===== src/rtl/uart_tx_scheduler_pkg.sv =====
// Shared definitions for the two-requester UART transmit scheduler:
// frame FSM encodings, frame geometry and the baud increment helper.
package uart_tx_scheduler_pkg;

  typedef enum logic [1:0] {
    S_IDLE  = 2'd0,
    S_START = 2'd1,
    S_DATA  = 2'd2,
    S_STOP  = 2'd3
  } tx_state_e;

  localparam int unsigned FRAME_BITS = 10;
  localparam int unsigned DATA_BITS  = 8;
  localparam int unsigned CNT_W      = $clog2(DATA_BITS);

  // Phase increment so that the accumulator carries at the baud rate.
  function automatic int unsigned baud_inc(input int unsigned clk_hz,
                                           input int unsigned baud_rate,
                                           input int unsigned acc_w);
    return 32'((64'(baud_rate) << acc_w) / 64'(clk_hz));
  endfunction

endpackage


===== src/rtl/baud_tick_acc.sv =====
// Clearable fractional phase accumulator producing one tick per serial bit period.
// The tick is the carry of the sum about to be stored, so it lines up with that edge.
module baud_tick_acc
  import uart_tx_scheduler_pkg::*;
#(
  parameter int unsigned clkFrequency          = 50000000,
  parameter int unsigned baud                  = 9600,
  parameter int unsigned baudGeneratorAccWidth = 16
) (
  input  logic clk,
  input  logic rst_n,
  input  logic clear,
  input  logic run,
  output logic tick
);

  localparam int unsigned W   = baudGeneratorAccWidth;
  localparam int unsigned INC = baud_inc(clkFrequency, baud, baudGeneratorAccWidth);

  logic [W:0] acc;
  logic [W:0] sum;

  assign sum  = {1'b0, acc[W-1:0]} + (W+1)'(INC);
  assign tick = run & ~clear & sum[W];

  always_ff @(posedge clk or negedge rst_n) begin
    if (!rst_n) begin
      acc <= '0;
    end else if (clear) begin
      acc <= '0;
    end else if (run) begin
      acc <= sum;
    end
  end

endmodule


===== src/rtl/uart_tx_scheduler.sv =====
// Round-robin arbiter sharing one 8N1 serial transmitter between two byte requesters.
// The bit timer restarts at every grant so each frame is bit-aligned.
module uart_tx_scheduler
  import uart_tx_scheduler_pkg::*;
#(
  parameter int unsigned clkFrequency          = 50000000,
  parameter int unsigned baud                  = 9600,
  parameter int unsigned baudGeneratorAccWidth = 16
) (
  input  logic                 clk,
  input  logic                 rst_n,
  input  logic                 req0,
  input  logic [DATA_BITS-1:0] data0,
  output logic                 ack0,
  input  logic                 req1,
  input  logic [DATA_BITS-1:0] data1,
  output logic                 ack1,
  output logic                 tx,
  output logic                 busy,
  output logic                 grant_id
);

  tx_state_e            state, state_d;
  logic [DATA_BITS-1:0] shifter, shifter_d;
  logic [CNT_W-1:0]     cnt, cnt_d;
  logic                 tx_d, busy_d, ack0_d, ack1_d, grant_id_d;
  logic                 sel;
  logic                 tick;
  logic                 acc_clear, acc_run;

  // Accumulator held at zero while idle, so counting starts from the grant edge.
  assign acc_clear = (state == S_IDLE);
  assign acc_run   = (state != S_IDLE);

  baud_tick_acc #(
    .clkFrequency         (clkFrequency),
    .baud                 (baud),
    .baudGeneratorAccWidth(baudGeneratorAccWidth)
  ) u_tick (
    .clk  (clk),
    .rst_n(rst_n),
    .clear(acc_clear),
    .run  (acc_run),
    .tick (tick)
  );

  always_ff @(posedge clk or negedge rst_n) begin
    if (!rst_n) begin
      state    <= S_IDLE;
      shifter  <= '0;
      cnt      <= '0;
      tx       <= 1'b1;
      busy     <= 1'b0;
      ack0     <= 1'b0;
      ack1     <= 1'b0;
      grant_id <= 1'b1;
    end else begin
      state    <= state_d;
      shifter  <= shifter_d;
      cnt      <= cnt_d;
      tx       <= tx_d;
      busy     <= busy_d;
      ack0     <= ack0_d;
      ack1     <= ack1_d;
      grant_id <= grant_id_d;
    end
  end

  always_comb begin
    state_d    = state;
    shifter_d  = shifter;
    cnt_d      = cnt;
    tx_d       = tx;
    busy_d     = busy;
    ack0_d     = 1'b0;
    ack1_d     = 1'b0;
    grant_id_d = grant_id;
    sel        = 1'b0;

    case (state)
      S_IDLE: begin
        tx_d   = 1'b1;
        busy_d = 1'b0;
        if (req0 || req1) begin
          // On a tie the requester that did not own the last frame wins.
          sel        = (req0 && req1) ? ~grant_id : req1;
          shifter_d  = sel ? data1 : data0;
          ack0_d     = ~sel;
          ack1_d     = sel;
          grant_id_d = sel;
          busy_d     = 1'b1;
          tx_d       = 1'b0;
          state_d    = S_START;
        end
      end
      S_START: begin
        if (tick) begin
          tx_d      = shifter[0];
          shifter_d = shifter >> 1;
          cnt_d     = '0;
          state_d   = S_DATA;
        end
      end
      S_DATA: begin
        if (tick) begin
          if (cnt == CNT_W'(DATA_BITS - 1)) begin
            tx_d    = 1'b1;
            state_d = S_STOP;
          end else begin
            tx_d      = shifter[0];
            shifter_d = shifter >> 1;
            cnt_d     = cnt + CNT_W'(1);
          end
        end
      end
      S_STOP: begin
        if (tick) begin
          busy_d  = 1'b0;
          state_d = S_IDLE;
        end
      end
      default: begin
        tx_d    = 1'b1;
        busy_d  = 1'b0;
        state_d = S_IDLE;
      end
    endcase
  end

endmodule


===== config.mk =====
export PLATFORM = sky130hd
export DESIGN_NAME = uart_tx_scheduler
export DESIGN_NICKNAME = d
export VERILOG_FILES = /design/src/rtl/uart_tx_scheduler_pkg.sv /design/src/rtl/baud_tick_acc.sv /design/src/rtl/uart_tx_scheduler.sv
export SDC_FILE = /design/constraint.sdc
export NUM_CORES = 1
export LEC_CHECK = 0
export CAP_MARGIN = 20
export CORE_AREA = 2 2 93 77
export DETAILED_ROUTE_END_ITERATION = 7
export DIE_AREA = 0 0 95 79
export PLACE_DENSITY = 0.53
export SKIP_CTS_REPAIR_TIMING = 1
export SLEW_MARGIN = 20
export SYNTH_ARGS = -nofsm -noshare
export SYNTH_HDL_FRONTEND = slang
export SYNTH_HIERARCHICAL = 1
export SYNTH_SLANG_ARGS = --single-unit

===== constraint.sdc =====
create_clock -name clk -period 2.7 [get_ports clk]
set_input_delay 0.405 -clock clk [delete_from_list [all_inputs] [get_ports clk]]
set_output_delay 0.405 -clock clk [all_outputs]
set_load 0.005 [all_outputs]

==> results.sh, run 1 <==
export IMPL_coreArea_um2=6660
export IMPL_tns_ps=0
export IMPL_port_buffers=24
export IMPL_cts_num_sinks=32
export IMPL_place_area_um2=2260
export IMPL_track_usage=0.121
export IMPL_p_leak_uw=0.000958
export IMPL_die_h_um=79
export IMPL_ant_nets=0
export IMPL_ys_types=48
export IMPL_p_comb_frac=0.508
export IMPL_synth_largest_area_cell="dfrtp_1"
export IMPL_vdd_drop_max_uv=428
export IMPL_grt_pass1_wl_um=7110
export IMPL_post_place_ws_ps=246
export IMPL_fmax_mhz=409
export IMPL_n_antenna_cell=0
export IMPL_total_power_uw=2460
export IMPL_overflow=0
export IMPL_post_route_util=0.356
export IMPL_p_sw_uw=972
export IMPL_worst_slack_ps=255
export IMPL_die_area_um2=7510
export IMPL_die_w_um=95
export IMPL_layout_drive_gt1_share=0.144
export IMPL_synth_area_per_cell_um2=10.3
export IMPL_status="finished, final reports clean"
export IMPL_syn_inst=188
export IMPL_cts_max_path_buffers=2
export IMPL_reg2regPathDepth=9
export IMPL_synth_edf_count=0
export IMPL_rsz0062_at_grt="false"
export IMPL_dp_hpwl_um=2850
export IMPL_hp_class="register to register"
export IMPL_cp_required_ps=2890
export IMPL_grt_pass1_vias=1463
export IMPL_synthesis_area_um2=1940
export IMPL_vias=1485
export IMPL_routed_wl_um=4100
export IMPL_startpoint_type="register"
export IMPL_hold_violations=0
export IMPL_cts_buffers_inserted=5
export IMPL_ys_ff_latch=32
export IMPL_yosys_top_cells_area="dfrtp_1 (39%), ha_1 (5.2%), o31ai_2 (5.2%)"
export IMPL_antenna_found_initial=0
export IMPL_drc_errors=0
export IMPL_cap_violations=0
export IMPL_switching_share=0.395
export IMPL_fin_crit_ps=2440
export IMPL_area_delta_synth_final_pct=22.3
export IMPL_holdPathStages=2
export IMPL_pin_count=25
export IMPL_nets=242
export IMPL_wl_per_cell_um=13.6
export IMPL_worst_slew_pin_slew_ps=612
export IMPL_cts_root_buffer="clkbuf_8"
export IMPL_layout_common_cells="dfrtp_1 (30), clkdlybuf4s50_1 (24), nor2b_1 (11)"
export IMPL_async_flop_share=1.00
export IMPL_first_pass_iters=4
export IMPL_criticalPathCategory="register to register"
export IMPL_syn_nets=216
export IMPL_cts_tree="yes"
export IMPL_synth_top_cell_area_share=0.387
export IMPL_power_frac_clock=0.184
export IMPL_endpoint_kind="register"
export IMPL_clk_pin_slew_ps=70
export IMPL_yosysWarnings=6
export IMPL_p_per_area_nw_per_um2=1040
export IMPL_grt_max_degree=33
export IMPL_pwr_share_seq=0.308
export IMPL_initial_core_util=0.291
export IMPL_intPower_uw=1490
export IMPL_setup_viol_count_final=0
export IMPL_design_area_um2=2370
export IMPL_clk_latency_ps=280
export IMPL_maxSlewHeadroom=0.592
export IMPL_cp_data_arrival_time_ps=2640
export IMPL_drv_slew=0
export IMPL_rows=27
export IMPL_critPathMaxFanout=8
export IMPL_post_route_period_util=0.905
export IMPL_num_fill_cells=655
export IMPL_drtIter0Drc=88
export IMPL_h_tree_depth=2
export IMPL_finalClockSkew_ps=6.67
export IMPL_ys_seq_area_frac=0.414
export IMPL_synthFlopType="dfrtp_1"
export IMPL_gp_congestion=0.710
export IMPL_vias_per_cell=4.92
export IMPL_final_common_cell="dfrtp_1"
-- sequential cells by signal (all words and copies together), names as in the netlist --
name / cells
ack0: 1
ack1: 1
busy: 1
cnt: 3
grant_id: 1
shifter: 8
state: 2
tx: 1
u_tick/acc: 14
-- through the flow --
stage,std cells,hold slack (ps)
floorplan,188,109
global placement,294,496
detailed placement,294,497
CTS,302,507
global route,302,524
finish,302,500
-- synth_stat cells (6+ instances only) --
cell type,count
dfrtp_1,30
nor2b_1,11
a21oi_1,10
inv_1,10
and2_1,8
ha_1,8
nor2_1,8
o31ai_2,8
o41ai_1,8
a221oi_1,7
nand2_1,7
clkbuf_1,6
-- final cells by class --
| type | instances | area, µm² | area share |
|---|---|---|---|
| Clock buffer | 6 | 72.6 | 0.0306 |
| Clock inverter | 2 | 35.0 | 0.0148 |
| Inverter | 10 | 37.5 | 0.0158 |
| Multi-Input combinational cell | 134 | 1020 | 0.431 |
| Sequential cell | 32 | 803 | 0.339 |
| Tap cell | 87 | 109 | 0.0459 |
| Timing Repair Buffer | 31 | 293 | 0.123 |
-- routing by layer --
metal	up-vias	track usage	share of wire
met5	-	0	0
met4	0	0.0478	0.013
li1	745	-	-
met3	4	0.0228	0.026
met2	22	0.177	0.44
met1	714	0.175	0.52
-- cell families after synthesis --
group / synth area share
AOI/OAI and AO/OA: 0.226
DFF: 0.414
xor gates and xnor gates: 0.0181
and+or+nand+nor: 0.192
buffers and inverters: 0.0587
muxes: 0.0387
adders and majority gates: 0.0516
-- path summary, 6_finish.rpt --
kind                           from          to  slack, ps
max in group asynchronous     rst_n    grant_id       1840
max reg2reg                state[0]  shifter[4]        260
min reg2reg                      tx          tx        500
min                              tx          tx        500
max                        state[0]  shifter[4]        260
min in group asynchronous     rst_n  shifter[5]        520
-- critical path, stage by stage, from the launching register on --
cell and delay, ps:
dfrtp_1 400, inv_1 100, ha_1 240, inv_1 80, nand3b_1 90, nor4_1 170, and2_1 230, o21ba_1 180
or4_4 610, o31ai_2 260
-- power by group through the flow --
stage          Clock (µW)  Combinational, µW  Sequential, µW
2_1_floorplan           0                964             742
3_3_place_gp            0               1250             764
3_5_place_dp            0               1250             764
4_1_cts               468               1260             757
5_1_grt               489               1390             778
6_report              453               1250             757
Note: power is estimated with default switching activity, not from simulation.
==> run 2, diff against run 1 <==
Settings changed: CORE_AREA 2 2 93 77 to 2 2 73 61, DIE_AREA 0 0 95 79 to 0 0 75 63, PLACE_DENSITY 0.53 to 0.78.
==> run 2 against run 1 <==
Against the previous run: die area shrank 37%; clock skew is essentially flat; first-iteration DRC count grew 58%; register-to-register slack gained 30 ps; non-clock buffer count is the same; clock power shrank 13%; global-route usage grew 7.4 points; worst hold slack lost 1.6 ps; sequential cell count is the same; combinational power is essentially flat; critical path type unchanged; largest cell class unchanged.
==> results.sh, run 2 (synthesis results as in run 1) <==
export IMPL_status="finished, final reports clean"
export IMPL_gp_congestion=0.794
export IMPL_worst_slew_pin_slew_ps=528
export IMPL_cap_violations=0
export IMPL_holdWs_ps=499
export IMPL_pin_count=25
export IMPL_track_usage=0.195
export IMPL_die_w_um=75
export IMPL_vias_per_cell=5.59
export IMPL_tns_ps=0
export IMPL_criticalPathCategory="register to register"
export IMPL_first_pass_iters=4
export IMPL_drc_errors=0
export IMPL_hold_violations=0
export IMPL_rows=21
export IMPL_final_common_cell="dfrtp_1"
export IMPL_routed_wl_um=4070
export IMPL_n_antenna_cell=0
export IMPL_vdd_drop_max_uv=652
export IMPL_maxSlewHeadroom=0.648
export IMPL_drv_slew=0
export IMPL_initial_core_util=0.482
export IMPL_h_tree_depth=2
export IMPL_area_delta_synth_final_pct=19.8
export IMPL_overflow=0
export IMPL_clk_pin_slew_ps=60
export IMPL_critPathMaxStageDelay_ps=610
export IMPL_clk_latency_ps=290
export IMPL_endpoint_kind="register"
export IMPL_setup_viol_count_final=0
export IMPL_largest_register_ffs=14
export IMPL_port_buffers=24
export IMPL_ant_nets=0
export IMPL_fmax_mhz=414
export IMPL_hp_class="register to register"
export IMPL_cts_num_sinks=32
export IMPL_coreArea_um2=4020
export IMPL_cts_buffers_inserted=5
export IMPL_post_route_period_util=0.896
export IMPL_post_route_util=0.578
export IMPL_cts_root_buffer="clkbuf_8"
export IMPL_nets=242
export IMPL_cp_top_family="simple AND/OR/NAND/NOR gates"
export IMPL_cp_required_ps=2900
export IMPL_critPathMaxFanout=8
export IMPL_regMostFlops="u_tick/acc"
export IMPL_drtIter0Drc=139
export IMPL_reg_top3="u_tick/acc: 14 flops, shifter: 8 flops, cnt: 3 flops"
export IMPL_dp_hpwl_um=2900
export IMPL_grt_pass1_wl_um=7040
export IMPL_grt_pass1_vias=1507
export IMPL_die_area_um2=4730
export IMPL_vias=1514
export IMPL_cts_tree="yes"
export IMPL_fin_crit_ps=2420
export IMPL_cts_max_path_buffers=2
export IMPL_worstPathCellList="inv_1 > ha_1 > inv_1 > nand3b_1 > nor4_1 > and2_1 > o21ba_1 > or4_4 > o31ai_2"
export IMPL_cp_data_arrival_time_ps=2610
export IMPL_die_h_um=63
export IMPL_cp_num_buf_inv=2
export IMPL_grt_max_degree=33
export IMPL_antenna_found_initial=0
export IMPL_p_leak_uw=0.000953
export IMPL_total_power_uw=2400
export IMPL_crit_top_cell="inv_1"
export IMPL_rsz0062_at_grt="false"
export IMPL_p_per_area_nw_per_um2=1030
export IMPL_wl_per_cell_um=15.0
export IMPL_finalClockSkew_ps=6.18
export IMPL_startpoint_type="register"
export IMPL_layout_common_cells="dfrtp_1 (30), clkdlybuf4s50_1 (24), nor2b_1 (11)"
export IMPL_layout_drive_gt1_share=0.145
export IMPL_critical_path_slowest_cell="or4_4"
## run 2: power breakdown
part / switching, µW / internal (µW) / total [µW] / leakage [µW]
registers: 116 / 641 / 756 / 0.000412
clock network: 165 / 227 / 392 / 0.0000503
logic: 674 / 574 / 1250 / 0.000491
## run 2: metrics by stage
step / area, µm² / cells / setup WS, ps
floorplan: 1940 / 188 / 93.1
global placement: 2230 / 264 / 388
detailed placement: 2230 / 264 / 283
CTS: 2320 / 271 / 247
global route: 2320 / 271 / 89.5
finish: 2320 / 271 / 282
## run 2: final cells by class
class / instances / area, µm²
fillers: 348 / 1700
multi-input cells: 134 / 1020
flip-flops and latches: 32 / 803
repair buffers: 31 / 293
clock buffers: 7 / 96.3
well taps: 57 / 71.3
inverters: 10 / 37.5
## run 2: worst paths after layout
kind                       startpoint    endpoint  slack, ps  cells past startpoint
setup / recovery             state[1]  shifter[6]        280                      9
max in group asynchronous       rst_n    grant_id       1850                      2
setup reg to reg             state[1]  shifter[6]        280                      9
hold / removal                     tx          tx        500                      2
hold reg to reg                    tx          tx        500                      2
min in group asynchronous       rst_n  shifter[3]        510                      2
## run 2: per-layer routing
layer	global-route usage	vias to the layer above	wire, µm
met5	0	-	0
met4	0.0670	0	74
met3	0.0661	7	183
met2	0.277	40	1790
met1	0.275	714	2020
li1	-	753	-
## run 2: tightest hold or removal path: stages, from the launching register on
cell and delay, ps:
dfstp_2 370, o21ai_1 60, o31ai_1 70
==> run 3, diff against run 2 <==
Settings changed: CORE_AREA 2 2 73 61 to 2 2 48 94, DIE_AREA 0 0 75 63 to 0 0 50 96, GPL_TIMING_DRIVEN from default to 0, PLACE_DENSITY 0.78 to 0.76.
==> run 3 against run 2 <==
Against the previous run: final cell count up 3.7%; setup slack worse by 150 ps; global-route usage is 0.35 points higher; core utilization is 2.6 points higher; non-clock buffer count is 14 higher; combinational power rose by 7%; clock skew is essentially flat; sequential power about the same; maximum frequency decreased by 5.9%; sequential share of layout area decreased by 2.0 points; clock power up 32%; first-iteration DRC count shrank 92%; largest cell class unchanged.
==> results.sh, run 3 (synthesis results as in run 1) <==
export IMPL_reg_top3="u_tick/acc: 14 flops, shifter: 8 flops, cnt: 3 flops"
export IMPL_drc_errors=0
export IMPL_dp_hpwl_um=3090
export IMPL_status="finished, final reports clean"
export IMPL_cp_top_family="simple AND/OR/NAND/NOR gates"
export IMPL_design_area_um2=2470
export IMPL_p_per_area_nw_per_um2=1060
export IMPL_rsz0062_at_grt="true"
export IMPL_n_antenna_cell=0
export IMPL_grt_pass1_wl_um=7220
export IMPL_p_sw_uw=1010
export IMPL_cap_violations=0
export IMPL_p_comb_frac=0.513
export IMPL_drv_slew=0
export IMPL_worst_slew_pin_slew_ps=446
export IMPL_cts_num_sinks=32
export IMPL_pin_count=25
export IMPL_worstPathCellList="inv_2 > ha_4 > inv_1 > buf_4 > nand3b_1 > nor4_2 > and2_4 > o21ba_1 > or4_4 > o31ai_2"
export IMPL_track_usage=0.198
export IMPL_finalClockSkew_ps=5.88
export IMPL_drtIter0Drc=11
export IMPL_power_frac_clock=0.198
export IMPL_layout_common_cells="dfrtp_1 (30), clkdlybuf4s50_1 (22), buf_4 (12)"
export IMPL_final_cells=281
export IMPL_largest_register_ffs=14
export IMPL_top_layer_used="met4"
export IMPL_endpoint_kind="register"
export IMPL_overflow=0
export IMPL_initial_core_util=0.474
export IMPL_drt_met1_wl_um=1450
export IMPL_cts_max_path_buffers=2
export IMPL_tns_ps=0
export IMPL_die_h_um=96
export IMPL_startpoint_type="register"
export IMPL_critical_path_slowest_cell="or4_4"
export IMPL_pwr_share_seq=0.289
export IMPL_hp_class="primary input to asynchronous set/reset pin"
export IMPL_wl_per_cell_um=14.7
export IMPL_area_delta_synth_final_pct=27.3
export IMPL_holdWs_ps=6.98
export IMPL_layout_drive_gt1_share=0.201
export IMPL_cp_data_arrival_time_ps=2770
export IMPL_hold_violations=0
export IMPL_grt_max_degree=21
export IMPL_num_fill_cells=344
export IMPL_port_buffers=23
export IMPL_vias=1581
export IMPL_fin_crit_ps=2570
export IMPL_nets=256
export IMPL_cp_num_buf_inv=3
export IMPL_cts_tree="yes"
export IMPL_coreArea_um2=4090
export IMPL_rows=33
export IMPL_criticalPathCategory="register to register"
export IMPL_vdd_drop_max_uv=781
export IMPL_clk_pin_slew_ps=70
export IMPL_routed_wl_um=4130
export IMPL_gp_congestion=0.802
export IMPL_wl_met2_um=2500
export IMPL_post_route_period_util=0.952
export IMPL_dp_cells=264
export IMPL_critPathMaxFanout=8
export IMPL_cp_required_ps=2900
export IMPL_intPower_uw=1610
export IMPL_met3_length_um=82
export IMPL_die_w_um=50
export IMPL_setup_viol_count_final=0
export IMPL_maxSlewHeadroom=0.703
export IMPL_total_power_uw=2610
export IMPL_clk_latency_ps=300
export IMPL_p_leak_uw=0.00102
export IMPL_first_pass_iters=4
export IMPL_regMostFlops="u_tick/acc"
export IMPL_vias_per_cell=5.63
export IMPL_ant_nets=0
export IMPL_die_area_um2=4800
export IMPL_grt_pass1_vias=1660
export IMPL_cts_root_buffer="clkbuf_8"
export IMPL_place_area_um2=2260
export IMPL_fmax_mhz=389
export IMPL_antenna_found_initial=0
export IMPL_switching_share=0.385
export IMPL_final_common_cell="dfrtp_1"
export IMPL_cts_buffers_inserted=5
export IMPL_critPathMaxStageDelay_ps=610
export IMPL_h_tree_depth=2
-- run 3: cell count changes in the layout (fill, tap and decap cells not counted), moves of 2 or more --
cell             delta
clkbuf_1            +6
buf_2               +2
buf_4               +5
clkdlybuf4s50_1     -2
buf_6               +2
-- run 3: metrics by stage --
step	setup WS, ps	utilization
2_1_floorplan	93.1	-
3_3_place_gp	-263	0.546
3_5_place_dp	-361	0.552
4_1_cts	-373	0.583
5_1_grt	-36.0	0.604
6_report	129	0.604
-- run 3: worst register-to-register path, cell delays in order, from the launching register on --
cell      delay [ps]
dfrtp_1          400
inv_2             80
ha_4             170
inv_1             50
buf_4            140
nand3b_1         150
nor4_2           260
and2_4           200
o21ba_1          150
or4_4            610
o31ai_2          270
-- run 3: final timing paths --
path                       cells past startpoint     start    endpoint  slack [ps]
max in group asynchronous                      2     rst_n          tx        2200
min                                            1     rst_n      cnt[1]           7
max                                           10  state[0]  shifter[6]         130
min reg2reg                                    2        tx          tx         510
min in group clk                               2      req0    grant_id         390
max reg2reg                                   10  state[0]  shifter[6]         130
-- run 3: power by group through the flow --
stage,Clock [µW],Sequential (µW),Combinational [µW]
after detailed placement,0,766,1270
after CTS,526,758,1270
after global routing,549,774,1500
after floorplan,0,742,964
final,518,755,1340
after global placement,0,760,1220
-- run 3: layout make-up --
class                   count  area (µm²)  area share
well taps                  52        65.1      0.0264
clock inverters             1        30.0      0.0122
plain buffers              11        65.1      0.0264
multi-input cells         134        1040       0.422
repair buffers             34         328       0.133
clock buffers               7        96.3      0.0390
inverters                  10        37.5      0.0152
flip-flops and latches     32         803       0.326
-- run 3: per-layer routing --
layer / GRT usage / vias to the layer above
met3: 0.0280 / 7
met4: 0.130 / 0
met5: 0 / -
met1: 0.183 / 779
met2: 0.386 / 23
li1: - / 772
